**src/rtl/crypto_pkg.sv**
```systemverilog
// Shared definitions for the crypto byte-stream framing controller.
// Header layout: [7:4] magic, [3:1] reserved (must be zero), [0] sel.
package crypto_pkg;

  typedef enum logic [2:0] {
    ST_HDR   = 3'd0,
    ST_KEY   = 3'd1,
    ST_LEN   = 3'd2,
    ST_DATA  = 3'd3,
    ST_DRAIN = 3'd4
  } frame_state_t;

  localparam int HDR_MAGIC_HI = 7;
  localparam int HDR_MAGIC_LO = 4;
  localparam logic [7:0] HDR_RSVD = 8'h0E;
  localparam int HDR_SEL_BIT  = 0;

endpackage

```
**src/rtl/crypto_frame_ctrl.sv**
```systemverilog
// Frame parser feeding an external combinational crypto core; results are
// registered once and presented on a valid/ready byte sink.
//
// state    | meaning
// ST_HDR   | wait for header byte; bad headers dropped with hdr_err pulse
// ST_KEY   | capture key byte
// ST_LEN   | capture payload length; zero length completes the frame
// ST_DATA  | pass payload bytes through the core, one per accept
// ST_DRAIN | last result pending; wait for sink handshake
module crypto_frame_ctrl
  import crypto_pkg::*;
#(
  parameter logic [3:0] MAGIC = 4'hA
) (
  input  logic       clk,
  input  logic       rst,
  input  logic       abort,
  input  logic [7:0] in_data,
  input  logic       in_valid,
  output logic       in_ready,
  output logic       core_sel,
  output logic [7:0] core_inp,
  output logic [7:0] core_key,
  input  logic [7:0] core_out,
  output logic [7:0] out_data,
  output logic       out_valid,
  input  logic       out_ready,
  output logic       busy,
  output logic       frame_done,
  output logic       hdr_err
);

  frame_state_t state, state_nxt;
  logic         sel_r;
  logic [7:0]   key_r;
  logic [7:0]   cnt;
  logic         take;
  logic         out_hs;
  logic         hdr_ok;

  always_comb begin
    in_ready = 1'b0;
    case (state)
      ST_HDR, ST_KEY, ST_LEN: in_ready = 1'b1;
      ST_DATA:                in_ready = !out_valid || out_ready;
      default:                in_ready = 1'b0;
    endcase
  end

  // abort wins over any handshake in the same cycle
  assign take     = in_valid && in_ready && !abort;
  assign out_hs   = out_valid && out_ready && !abort;
  assign hdr_ok   = (in_data[HDR_MAGIC_HI:HDR_MAGIC_LO] == MAGIC) &&
                    ((in_data & HDR_RSVD) == 8'h00);
  assign core_sel = sel_r;
  assign core_key = key_r;
  assign core_inp = (state == ST_DATA) ? in_data : 8'h00;
  assign busy     = (state != ST_HDR);

  always_ff @(posedge clk or posedge rst) begin
    if (rst) state <= ST_HDR;
    else     state <= state_nxt;
  end

  always_comb begin
    state_nxt = state;
    case (state)
      ST_HDR:   if (take && hdr_ok) state_nxt = ST_KEY;
      ST_KEY:   if (take) state_nxt = ST_LEN;
      ST_LEN:   if (take) state_nxt = (in_data == 8'h00) ? ST_HDR : ST_DATA;
      ST_DATA:  if (take && cnt == 8'd1) state_nxt = ST_DRAIN;
      ST_DRAIN: if (out_hs) state_nxt = ST_HDR;
      default:  state_nxt = ST_HDR;
    endcase
    if (abort) state_nxt = ST_HDR;
  end

  always_ff @(posedge clk or posedge rst) begin
    if (rst) begin
      sel_r      <= 1'b0;
      key_r      <= 8'h00;
      cnt        <= 8'h00;
      out_data   <= 8'h00;
      out_valid  <= 1'b0;
      frame_done <= 1'b0;
      hdr_err    <= 1'b0;
    end else begin
      frame_done <= 1'b0;
      hdr_err    <= 1'b0;
      if (abort) begin
        out_valid <= 1'b0;
        cnt       <= 8'h00;
      end else begin
        case (state)
          ST_HDR: if (take) begin
            if (hdr_ok) sel_r   <= in_data[HDR_SEL_BIT];
            else        hdr_err <= 1'b1;
          end
          ST_KEY: if (take) key_r <= in_data;
          ST_LEN: if (take) begin
            cnt <= in_data;
            if (in_data == 8'h00) frame_done <= 1'b1;
          end
          // a new accept while the sink takes the old byte keeps out_valid high
          ST_DATA: begin
            if (take) begin
              out_data  <= core_out;
              out_valid <= 1'b1;
              cnt       <= cnt - 8'd1;
            end else if (out_hs) begin
              out_valid <= 1'b0;
            end
          end
          ST_DRAIN: if (out_hs) begin
            out_valid  <= 1'b0;
            frame_done <= 1'b1;
          end
          default: ;
        endcase
      end
    end
  end

endmodule

```
**config.mk**
```make
export PLATFORM = sky130hd
export DESIGN_NAME = crypto_frame_ctrl
export DESIGN_NICKNAME = d
export VERILOG_FILES = /design/src/rtl/crypto_pkg.sv /design/src/rtl/crypto_frame_ctrl.sv
export SDC_FILE = /design/constraint.sdc
export NUM_CORES = 1
export LEC_CHECK = 0
export ABC_CLOCK_PERIOD_IN_PS = 1800
export CORE_MARGIN = 8
export CORE_UTILIZATION = 35
export CTS_CLUSTER_DIAMETER = 40
export CTS_CLUSTER_SIZE = 16
export DETAILED_ROUTE_END_ITERATION = 10
export GPL_ROUTABILITY_DRIVEN = 0
export SETUP_SLACK_MARGIN = 0.05
export SLEW_MARGIN = 25
export SYNTH_ARGS = -nofsm -noshare
export SYNTH_HDL_FRONTEND = slang
export SYNTH_SLANG_ARGS = --single-unit
export TNS_END_PERCENT = 5
```
**constraint.sdc**
```tcl
create_clock -name clk -period 1.8 [get_ports clk]
set_input_delay 0.18 -clock clk [delete_from_list [all_inputs] [get_ports clk]]
set_output_delay 0.18 -clock clk [all_outputs]
set_load 0.02 [all_outputs]
```
==> results of run 1 <==
-- per-layer routing --
metal / vias to the layer above / GRT usage / share of wire
li1: 767 / - / -
met1: 793 / 0.175 / 0.44
met2: 68 / 0.245 / 0.47
met3: 4 / 0.0544 / 0.084
met4: 0 / 0.0446 / 0.0069
met5: - / 0 / 0
-- final cells by class --
| cell class | count | area [um2] | area share |
|---|---|---|---|
| multi-input combinational | 124 | 896 | 0.347 |
| sequential | 31 | 778 | 0.302 |
| timing repair buffer | 80 | 737 | 0.286 |
| clock buffer | 6 | 72.6 | 0.0281 |
| tap | 54 | 67.6 | 0.0262 |
| inverter | 4 | 15.0 | 0.00582 |
| clock inverter | 2 | 12.5 | 0.00485 |
-- where the power goes --
| part | internal (mW) | leakage [nW] | switching [mW] | total (mW) |
|---|---|---|---|---|
| Clock | 0.270 | 0.0412 | 0.269 | 0.539 |
| Sequential | 0.818 | 0.417 | 0.0920 | 0.910 |
| Combinational | 0.530 | 0.682 | 0.514 | 1.04 |
-- final timing paths --
path | to | depth (start not counted)
setup / recovery | core_inp[1] | 3
hold / removal | core_key[4] | 3
setup reg to reg | out_data[0] | 6
hold reg to reg | core_key[3] | 1
max in group asynchronous | state[0] | 3
min in group clk | core_key[3] | 1
-- registers in the layout (all words and copies together) (netlist names) --
signal / cells
cnt: 8
core_key: 8
out_data: 8
state: 3
core_sel: 1
frame_done: 1
hdr_err: 1
out_valid: 1
-- cells in the final DEF, fill, tap and decap left out, types with 3 or more instances in the layout --
cell type                         instances
sky130_fd_sc_hd__clkdlybuf4s50_1         40
sky130_fd_sc_hd__clkbuf_8                 5
sky130_fd_sc_hd__nand4b_1                 5
sky130_fd_sc_hd__a21o_1                   4
sky130_fd_sc_hd__a21oi_1                 14
sky130_fd_sc_hd__nand2_1                  9
sky130_fd_sc_hd__a211oi_1                 5
sky130_fd_sc_hd__and2_1                  11
sky130_fd_sc_hd__nor2_1                   8
sky130_fd_sc_hd__dlygate4sd2_1            7
sky130_fd_sc_hd__nor3_1                   7
sky130_fd_sc_hd__o21ai_0                  8
sky130_fd_sc_hd__clkdlybuf4s15_1          3
sky130_fd_sc_hd__mux2_2                  17
sky130_fd_sc_hd__dfrtp_1                 29
sky130_fd_sc_hd__buf_4                   27
sky130_fd_sc_hd__inv_1                    4
sky130_fd_sc_hd__nand3_1                  5
-- through the flow --
step	power, mW	cells	utilization
after floorplan	1.43	167	-
after global placement	1.91	290	0.521
after detailed placement	1.92	290	0.521
after CTS	2.48	299	0.542
after global routing	2.63	301	0.550
final	2.49	301	0.550
-- worst max-delay path, cell delays in order (launching register included) --
cell and delay (ns):
sky130_fd_sc_hd__dfrtp_2 0.45, sky130_fd_sc_hd__and3b_2 0.33, sky130_fd_sc_hd__and2_1 0.15, sky130_fd_sc_hd__dlygate4sd2_1 0.33
-- logic make-up (layout without fill, tap and decap cells) --
logic type	Yosys count	count (layout)	synth area share
AOI/OAI and AO/OA	39	39	0.147
adders and majority gates	2	2	0.0148
buffers and inverters	13	92	0.0303
DFF	31	31	0.459
muxes	18	18	0.119
and+or+nand+nor	64	65	0.230
-- timing repair --
| item | CTS | global route |
|---|---|---|
| resized for setup | 16 | 7 |
| gates cloned | 1 | 0 |
| buffers inserted | 0 | 2 |
| setup endpoints to repair | 11 | 17 |
==> flow_summary.toml, run 1 <==
[drt]
drt_pre_antenna_iters = 4
avgRoutedWirePerCell_um = 17.4
ant_nets = 0
detail_route.iter0.violations = 83
postRouteWirelength_mm = 5.23
route.vias.total = 1632
post-route-drc-count = 0
route.detailed.vias_per_inst = 5.42

[floorplanning]
fp.dieArea_mm2 = 0.00731
initial_core_utilization = 0.361
row_count = 25
core_region_area_mm2 = 0.00469
boundaryPins = 51
die-height_um = 85.5
die_w_um = 85.5

[global_routing]
grtUsageTotal = 0.148
grt_remaining_overflow = 0
antenna_found_initial = 0
first_global_vias = 1692
wire_length_of_the_first_global_routing_pass_mm = 8.71
grt_start_max_net_pins = 32

[logic_synthesis]
synth-async-reset-ratio = 1.00
synth-warning-count = 0
avgSynthCellArea_um2 = 10.1
synth.yosys.seq_area_share = 0.459
synth.lib_cells_used.distinct = 37
yosys.cell_count.top_type = "sky130_fd_sc_hd__dfrtp_1"
netlist.top_cell.by_area = "sky130_fd_sc_hd__dfrtp_1"
syn_nets = 190
total_of_flip_flops_plus_latches_after_synthesis = 31
yosysTopAreaCellShare = 0.459
post_synth_inst_count = 167
edff_count_synth = 0
synth.top_cells.by_area = "sky130_fd_sc_hd__dfrtp_1, sky130_fd_sc_hd__mux2_2, sky130_fd_sc_hd__a21oi_1"
yosys-top-cells-count = "sky130_fd_sc_hd__dfrtp_1, sky130_fd_sc_hd__mux2_2, sky130_fd_sc_hd__a21oi_1"
synth-main-ff-cell = "sky130_fd_sc_hd__dfrtp_1"
synth.cell_area_mm2 = 0.00169

[layout]
num_antenna_cells = 0
num-fill-cells = 417
areaGrowthSynthToFinish_pct = 52.4
fin_nets = 269
post_route_cells_drive_above_1_share = 0.267
stdcell_area_mm2 = 0.00258

[clock_network]
cts_num_sinks = 31
htree_num_levels = 2
cts_made_buffers = 5
worst_setup_hold_path_clk_slew_ns = 0.07
postCtsHoldBufs = 0
cts_tree = "done"
clk_path_buf_depth = 2
root_buffer = "sky130_fd_sc_hd__clkbuf_8"
clock_latency_ns = 0.28

[timing]
rsz0062_at_grt = "yes"
timing.final.setup_violations = 0
skew_ns = 0.00362
clock.fmax_ghz = 0.581
timing_worst_slew_pin_value_ns = 0.414
sum_of_negative_setup_slack_ns = 0
final_max_slew_viol_count = 0
max-slew-margin-rel = 0.724
timing.hold.ws_ns = 0.270
fin_crit_ns = 1.72
final_min_period_over_clock_period = 0.956
finalHoldViolCount = 0
final_critical_path_setup_slack_ns = 0.0786

[setup_path]
crit_fanout = 6
crit_required_ns = 1.62
start_point_of_the_critical_path = "state[2]"
worst_r2r_startpoint = "state[2]"
critical_path.startpoint_type = "flip-flop"
worstPathArrival_ns = 1.54
worst-setup-path-type = "flip-flop to output port"
r2r_setup_slack_ns = 0.13
crit_path_end_kind = "output port"

[pwr]
power_density_mw_per_mm2 = 967
leakage_nw = 1.14
ir_worst_vdd_v = 0.000623

[placement]
place.detailed.hpwl_mm = 3.74
dp_worst_setup_slack_ns = -0.0729
placedInstanceArea_mm2 = 0.00245
buffer_ports.inserted = 50

[flow_run]
drv.max_cap_violation_count = 0

[hold_path]
worstHoldPathType = "primary input to async pin"

[status]
status = "finished clean"
(Power assumes the default switching activity.)
==> run 2, diff against run 1 <==
--- a/config.mk
+++ b/config.mk
@@ -5,7 +5,7 @@
 export SDC_FILE = /design/constraint.sdc
 export NUM_CORES = 1
 export LEC_CHECK = 0
-export ABC_CLOCK_PERIOD_IN_PS = 1800
+export ABC_CLOCK_PERIOD_IN_PS = 2150
 export CORE_MARGIN = 8
 export CORE_UTILIZATION = 35
 export CTS_CLUSTER_DIAMETER = 40
@@ -13,7 +13,7 @@
 export DETAILED_ROUTE_END_ITERATION = 10
 export GPL_ROUTABILITY_DRIVEN = 0
 export SETUP_SLACK_MARGIN = 0.05
-export SLEW_MARGIN = 25
+export SLEW_MARGIN = 15
 export SYNTH_ARGS = -nofsm -noshare
 export SYNTH_HDL_FRONTEND = slang
 export SYNTH_SLANG_ARGS = --single-unit
==> constraint.sdc (replaced) <==
create_clock -name clk -period 2.15 [get_ports clk]
set_input_delay 0.215 -clock clk [delete_from_list [all_inputs] [get_ports clk]]
set_output_delay 0.215 -clock clk [all_outputs]
set_load 0.02 [all_outputs]
==> run 2 against run 1 <==
Core utilization shrank 3.3 points; via count is 5.0% lower; critical path depth unchanged; final area fell by 6.0%; hold slack better by 0.040 ns; routed wire length shrank 6.3%; first-iteration DRC count rose by 30%; register-to-register slack better by 0.23 ns.
==> flow_summary.toml, run 2 (synthesized netlist as in run 1, its figures left out) <==
[drt]
route.detailed.vias_per_inst = 5.44
route.vias.total = 1550
drt_pre_antenna_iters = 4
detail_route.iter0.violations = 108
ant_nets = 0
post-route-drc-count = 0
postRouteWirelength_mm = 4.90
avgRoutedWirePerCell_um = 17.2

[setup_path]
critical_path.startpoint_type = "flip-flop"
r2r_setup_slack_ns = 0.36
reg2reg_depth = 4
crit_path_end_kind = "output port"
worst_r2r_startpoint = "cnt[2]"
crit_fanout = 10
critical_path.reg2reg.endpoint = "state[2]"
crit_required_ns = 1.93
worst-setup-path-type = "flip-flop to output port"
endpoint = "core_inp[5]"
worstPathArrival_ns = 1.86
start_point_of_the_critical_path = "state[2]"

[clock_network]
worst_setup_hold_path_clk_slew_ns = 0.07
postCtsHoldBufs = 0
clock_latency_ns = 0.29
postCtsSetupBuffers = 0
root_buffer = "sky130_fd_sc_hd__clkbuf_8"
cts_tree = "done"
cts_num_sinks = 31
htree_num_levels = 2
cts_made_buffers = 5
post_cts_resize_count = 1
clk_path_buf_depth = 2

[timing]
rsz0062_at_grt = "yes"
timing.final.setup_violations = 0
final_critical_path_setup_slack_ns = 0.0737
max-slew-margin-rel = 0.710
final_min_period_over_clock_period = 0.966
finalHoldViolCount = 0
fin_crit_ns = 2.08
timing.hold.ws_ns = 0.310
timing_worst_slew_pin_value_ns = 0.434
sum_of_negative_setup_slack_ns = 0
skew_ns = 0.00930
clock.fmax_ghz = 0.482
final_max_slew_viol_count = 0

[layout]
most-common-layout-cells = "sky130_fd_sc_hd__clkdlybuf4s50_1, sky130_fd_sc_hd__dfrtp_1, sky130_fd_sc_hd__mux2_2"
fin_nets = 253
num_antenna_cells = 0
final_common_cell = "sky130_fd_sc_hd__clkdlybuf4s50_1"
areaGrowthSynthToFinish_pct = 43.3
post_route_cells_drive_above_1_share = 0.195
num-fill-cells = 434
multi_input_area_um2 = 866
ff_latch_area_um2 = 776

[floorplanning]
row_count = 25
initial_core_utilization = 0.361
fp.dieArea_mm2 = 0.00731
die-height_um = 85.5
core_region_area_mm2 = 0.00469
boundaryPins = 51
die_w_um = 85.5

[placement]
place.detailed.hpwl_mm = 3.63
dp_worst_setup_slack_ns = 0.166
buffer_ports.inserted = 50

[global_routing]
grtUsageTotal = 0.137
first_global_vias = 1612
wire_length_of_the_first_global_routing_pass_mm = 7.94
grt_remaining_overflow = 0
antenna_found_initial = 0
grt_start_max_net_pins = 32

[pwr]
leakage_nw = 1.04
power_density_mw_per_mm2 = 826
ir_worst_vdd_v = 0.000407

[flow_run]
drv.max_cap_violation_count = 0

[hold_path]
worstHoldPathType = "primary input to async pin"

[status]
status = "finished clean"
==> run 2: routing by layer <==
metal | wire length, um | global-route usage | vias to the layer above
li1 | - | - | 738
met1 | 2150 | 0.162 | 736
met2 | 2170 | 0.215 | 67
met3 | 510 | 0.0659 | 9
met4 | 68 | 0.0398 | 0
met5 | 0 | 0 | -
==> run 2: cell type report <==
cell class                 instances  area share
clock buffer                       6      0.0299
clock inverter                     2     0.00516
inverter                           4     0.00619
multi-input combinational        123       0.357
sequential                        31       0.320
tap                               54      0.0279
timing repair buffer              65       0.254
==> run 2: how the worst min path moves through the flow <==
| stage | cells after the start | start | slack, ns | end |
|---|---|---|---|---|
| 5_1_grt | 3 | rst | 0.37 | core_key[1] |
| 6_report | 3 | rst | 0.31 | core_key[7] |
| 3_3_place_gp | 1 | out_data[3] | 0.49 | out_data[3] |
| 4_1_cts | 3 | rst | 0.33 | core_key[7] |
| 3_5_place_dp | 1 | core_key[5] | 0.49 | core_key[5] |
| 2_1_floorplan | 1 | rst | 0.32 | cnt[0] |
==> run 2: power by group <==
part	internal [mW]	leakage [nW]	total, mW	switching [mW]
clock network	0.226	0.0412	0.455	0.229
registers	0.682	0.420	0.748	0.0665
logic	0.393	0.577	0.799	0.406
total	1.30	1.04	2.00	0.702
==> run 2: worst max-delay path, cell delays in order, from the launching register on <==
cell and delay, ns:
sky130_fd_sc_hd__dfrtp_1 0.44, sky130_fd_sc_hd__and3b_2 0.36, sky130_fd_sc_hd__and2_1 0.15, sky130_fd_sc_hd__clkdlybuf4s50_1 0.63
==> run 2: per-stage QoR <==
stage	cells	area [um2]	util	power, mW
6_report	285	2420	0.517	2.00
5_1_grt	285	2420	0.517	2.11
4_1_cts	285	2420	0.516	2.02
3_5_place_dp	277	2340	0.498	1.55
3_3_place_gp	277	2340	0.498	1.54
2_1_floorplan	167	1690	-	1.20
==> run 3, diff against run 2 <==
--- a/config.mk
+++ b/config.mk
@@ -6,15 +6,18 @@
 export NUM_CORES = 1
 export LEC_CHECK = 0
 export ABC_CLOCK_PERIOD_IN_PS = 2150
+export CELL_PAD_IN_SITES_DETAIL_PLACEMENT = 0
+export CELL_PAD_IN_SITES_GLOBAL_PLACEMENT = 1
 export CORE_MARGIN = 8
 export CORE_UTILIZATION = 35
 export CTS_CLUSTER_DIAMETER = 40
 export CTS_CLUSTER_SIZE = 16
 export DETAILED_ROUTE_END_ITERATION = 10
 export GPL_ROUTABILITY_DRIVEN = 0
+export PLACE_DENSITY_LB_ADDON = 0.1
 export SETUP_SLACK_MARGIN = 0.05
 export SLEW_MARGIN = 15
 export SYNTH_ARGS = -nofsm -noshare
 export SYNTH_HDL_FRONTEND = slang
 export SYNTH_SLANG_ARGS = --single-unit
-export TNS_END_PERCENT = 5
+export TNS_END_PERCENT = 50
==> run 3 against run 2 <==
Largest power group unchanged; non-clock buffer count decreased by 2; final area increased by 0.77%; critical endpoint is now core_inp[0]; register-to-register slack got worse by 0.09 ns; sequential cell count unchanged; power increased by 5.2%; first-iteration DRC count decreased by 38%; highest routed layer unchanged; core utilization increased by 0.40 points; hold slack improved by 0.029 ns; clock-buffer cell count unchanged; via count increased by 0.58%.
==> flow_summary.toml, run 3 (synthesized netlist as in run 1, its figures left out) <==
[drt]
ant_nets = 0
drt_pre_antenna_iters = 4
route.detailed.vias_per_inst = 5.51
avgRoutedWirePerCell_um = 18.3
post-route-drc-count = 0
detail_route.iter0.violations = 67
route.vias.total = 1559
postRouteWirelength_mm = 5.17

[setup_path]
worstPathArrival_ns = 1.82
r2r_setup_slack_ns = 0.27
crit_required_ns = 1.93
worst-setup-path-type = "flip-flop to output port"
crit_fanout = 8
critical_path.startpoint_type = "flip-flop"
crit_path_end_kind = "output port"

[pwr]
ir_worst_vdd_v = 0.000541
leakage_nw = 1.10
power_density_mw_per_mm2 = 862

[clock_network]
cts_tree = "done"
cts_made_buffers = 5
postCtsHoldBufs = 0
worst_setup_hold_path_clk_slew_ns = 0.06
clock_latency_ns = 0.28
htree_num_levels = 2
clk_path_buf_depth = 2
cts_num_sinks = 31
root_buffer = "sky130_fd_sc_hd__clkbuf_8"

[placement]
dp_worst_setup_slack_ns = 0.122
buffer_ports.inserted = 50
place.detailed.hpwl_mm = 3.72
placedInstanceArea_mm2 = 0.00231

[global_routing]
grtUsageTotal = 0.146
grt_remaining_overflow = 0
first_global_vias = 1698
antenna_found_initial = 0
wire_length_of_the_first_global_routing_pass_mm = 8.44
grt_start_max_net_pins = 32

[timing]
sum_of_negative_setup_slack_ns = 0
final_min_period_over_clock_period = 0.947
fin_crit_ns = 2.04
final_critical_path_setup_slack_ns = 0.113
skew_ns = 0.00417
clock.fmax_ghz = 0.491
rsz0062_at_grt = "no"
finalHoldViolCount = 0
final_max_slew_viol_count = 0
max-slew-margin-rel = 0.686
timing.final.setup_violations = 0
timing_worst_slew_pin_value_ns = 0.469

[layout]
fin_nets = 252
final_common_cell = "sky130_fd_sc_hd__clkdlybuf4s50_1"
num_antenna_cells = 0
post_route_cells_drive_above_1_share = 0.183
areaGrowthSynthToFinish_pct = 44.5
most-common-layout-cells = "sky130_fd_sc_hd__clkdlybuf4s50_1, sky130_fd_sc_hd__dfrtp_1, sky130_fd_sc_hd__mux2_2"
stdcell_area_mm2 = 0.00244

[flow_run]
drv.max_cap_violation_count = 0

[hold_path]
worstHoldPathType = "primary input to async pin"

[floorplanning]
boundaryPins = 51
initial_core_utilization = 0.361
die-height_um = 85.5
fp.dieArea_mm2 = 0.00731
die_w_um = 85.5
core_region_area_mm2 = 0.00469
row_count = 25

[status]
status = "finished clean"
==> run 3: changes by cell type in the layout (fill, tap and decap cells not counted), sizes merged <==
cell           before  now
clkdlybuf4s50      49   46
dlymetal6s2s        1    4
buf                15   13
and3b               1    2
bufinv              0    1
clkinv              1    0
clkinvlp            1    0
==> run 3: final timing paths <==
| path | startpoint | cells past startpoint | to |
|---|---|---|---|
| max | state[2] | 3 | core_inp[0] |
| min | rst | 3 | core_sel |
| max reg2reg | state[2] | 4 | core_sel |
| min reg2reg | out_data[4] | 1 | out_data[4] |
| max in group asynchronous | rst | 3 | cnt[0] |
| min in group clk | out_data[4] | 1 | out_data[4] |
==> run 3: final cells by class <==
cell class                      count  area (um2)
Clock buffer                        6        72.6
Clock inverter                      1        30.0
Fill cell                         445        2250
Inverter                            4        15.0
Multi-Input combinational cell    124         875
Sequential cell                    31         776
Tap cell                           54        67.6
Timing Repair Buffer               63         608
==> run 3: stage by stage <==
stage	total power, mW	util	hold WS, ns	std cells
4_1_cts	2.12	0.515	0.347	281
3_3_place_gp	1.54	0.493	0.488	274
3_5_place_dp	1.56	0.493	0.492	274
2_1_floorplan	1.20	-	0.319	167
6_report	2.11	0.521	0.339	283
5_1_grt	2.22	0.521	0.375	283
==> run 3: repair_timing <==
action,in CTS,in global routing
gates resized for setup,1,4
setup buffers,0,1
gates cloned,0,1
setup endpoints to repair,8,8
==> run 3: report_power, final <==
part	internal, mW	total [mW]	switching, mW
sequential	0.682	0.756	0.0741
combinational	0.391	0.797	0.406
clock	0.339	0.552	0.213
total	1.41	2.11	0.693
==> run 3: routing by layer <==
metal | part of all wire | global-route usage | wire [um] | vias up
met1 | 0.43 | 0.179 | 2250 | 765
li1 | - | - | - | 730
met2 | 0.46 | 0.222 | 2380 | 60
met5 | 0 | 0 | 0 | -
met3 | 0.099 | 0.0649 | 513 | 4
met4 | 0.0062 | 0.0510 | 32 | 0
==> run 3: critical path: stages (launching register included) <==
cell                              delay (ns)
sky130_fd_sc_hd__dfrtp_1                0.45
sky130_fd_sc_hd__and3b_1                0.35
sky130_fd_sc_hd__and2_1                 0.15
sky130_fd_sc_hd__clkdlybuf4s50_1        0.60
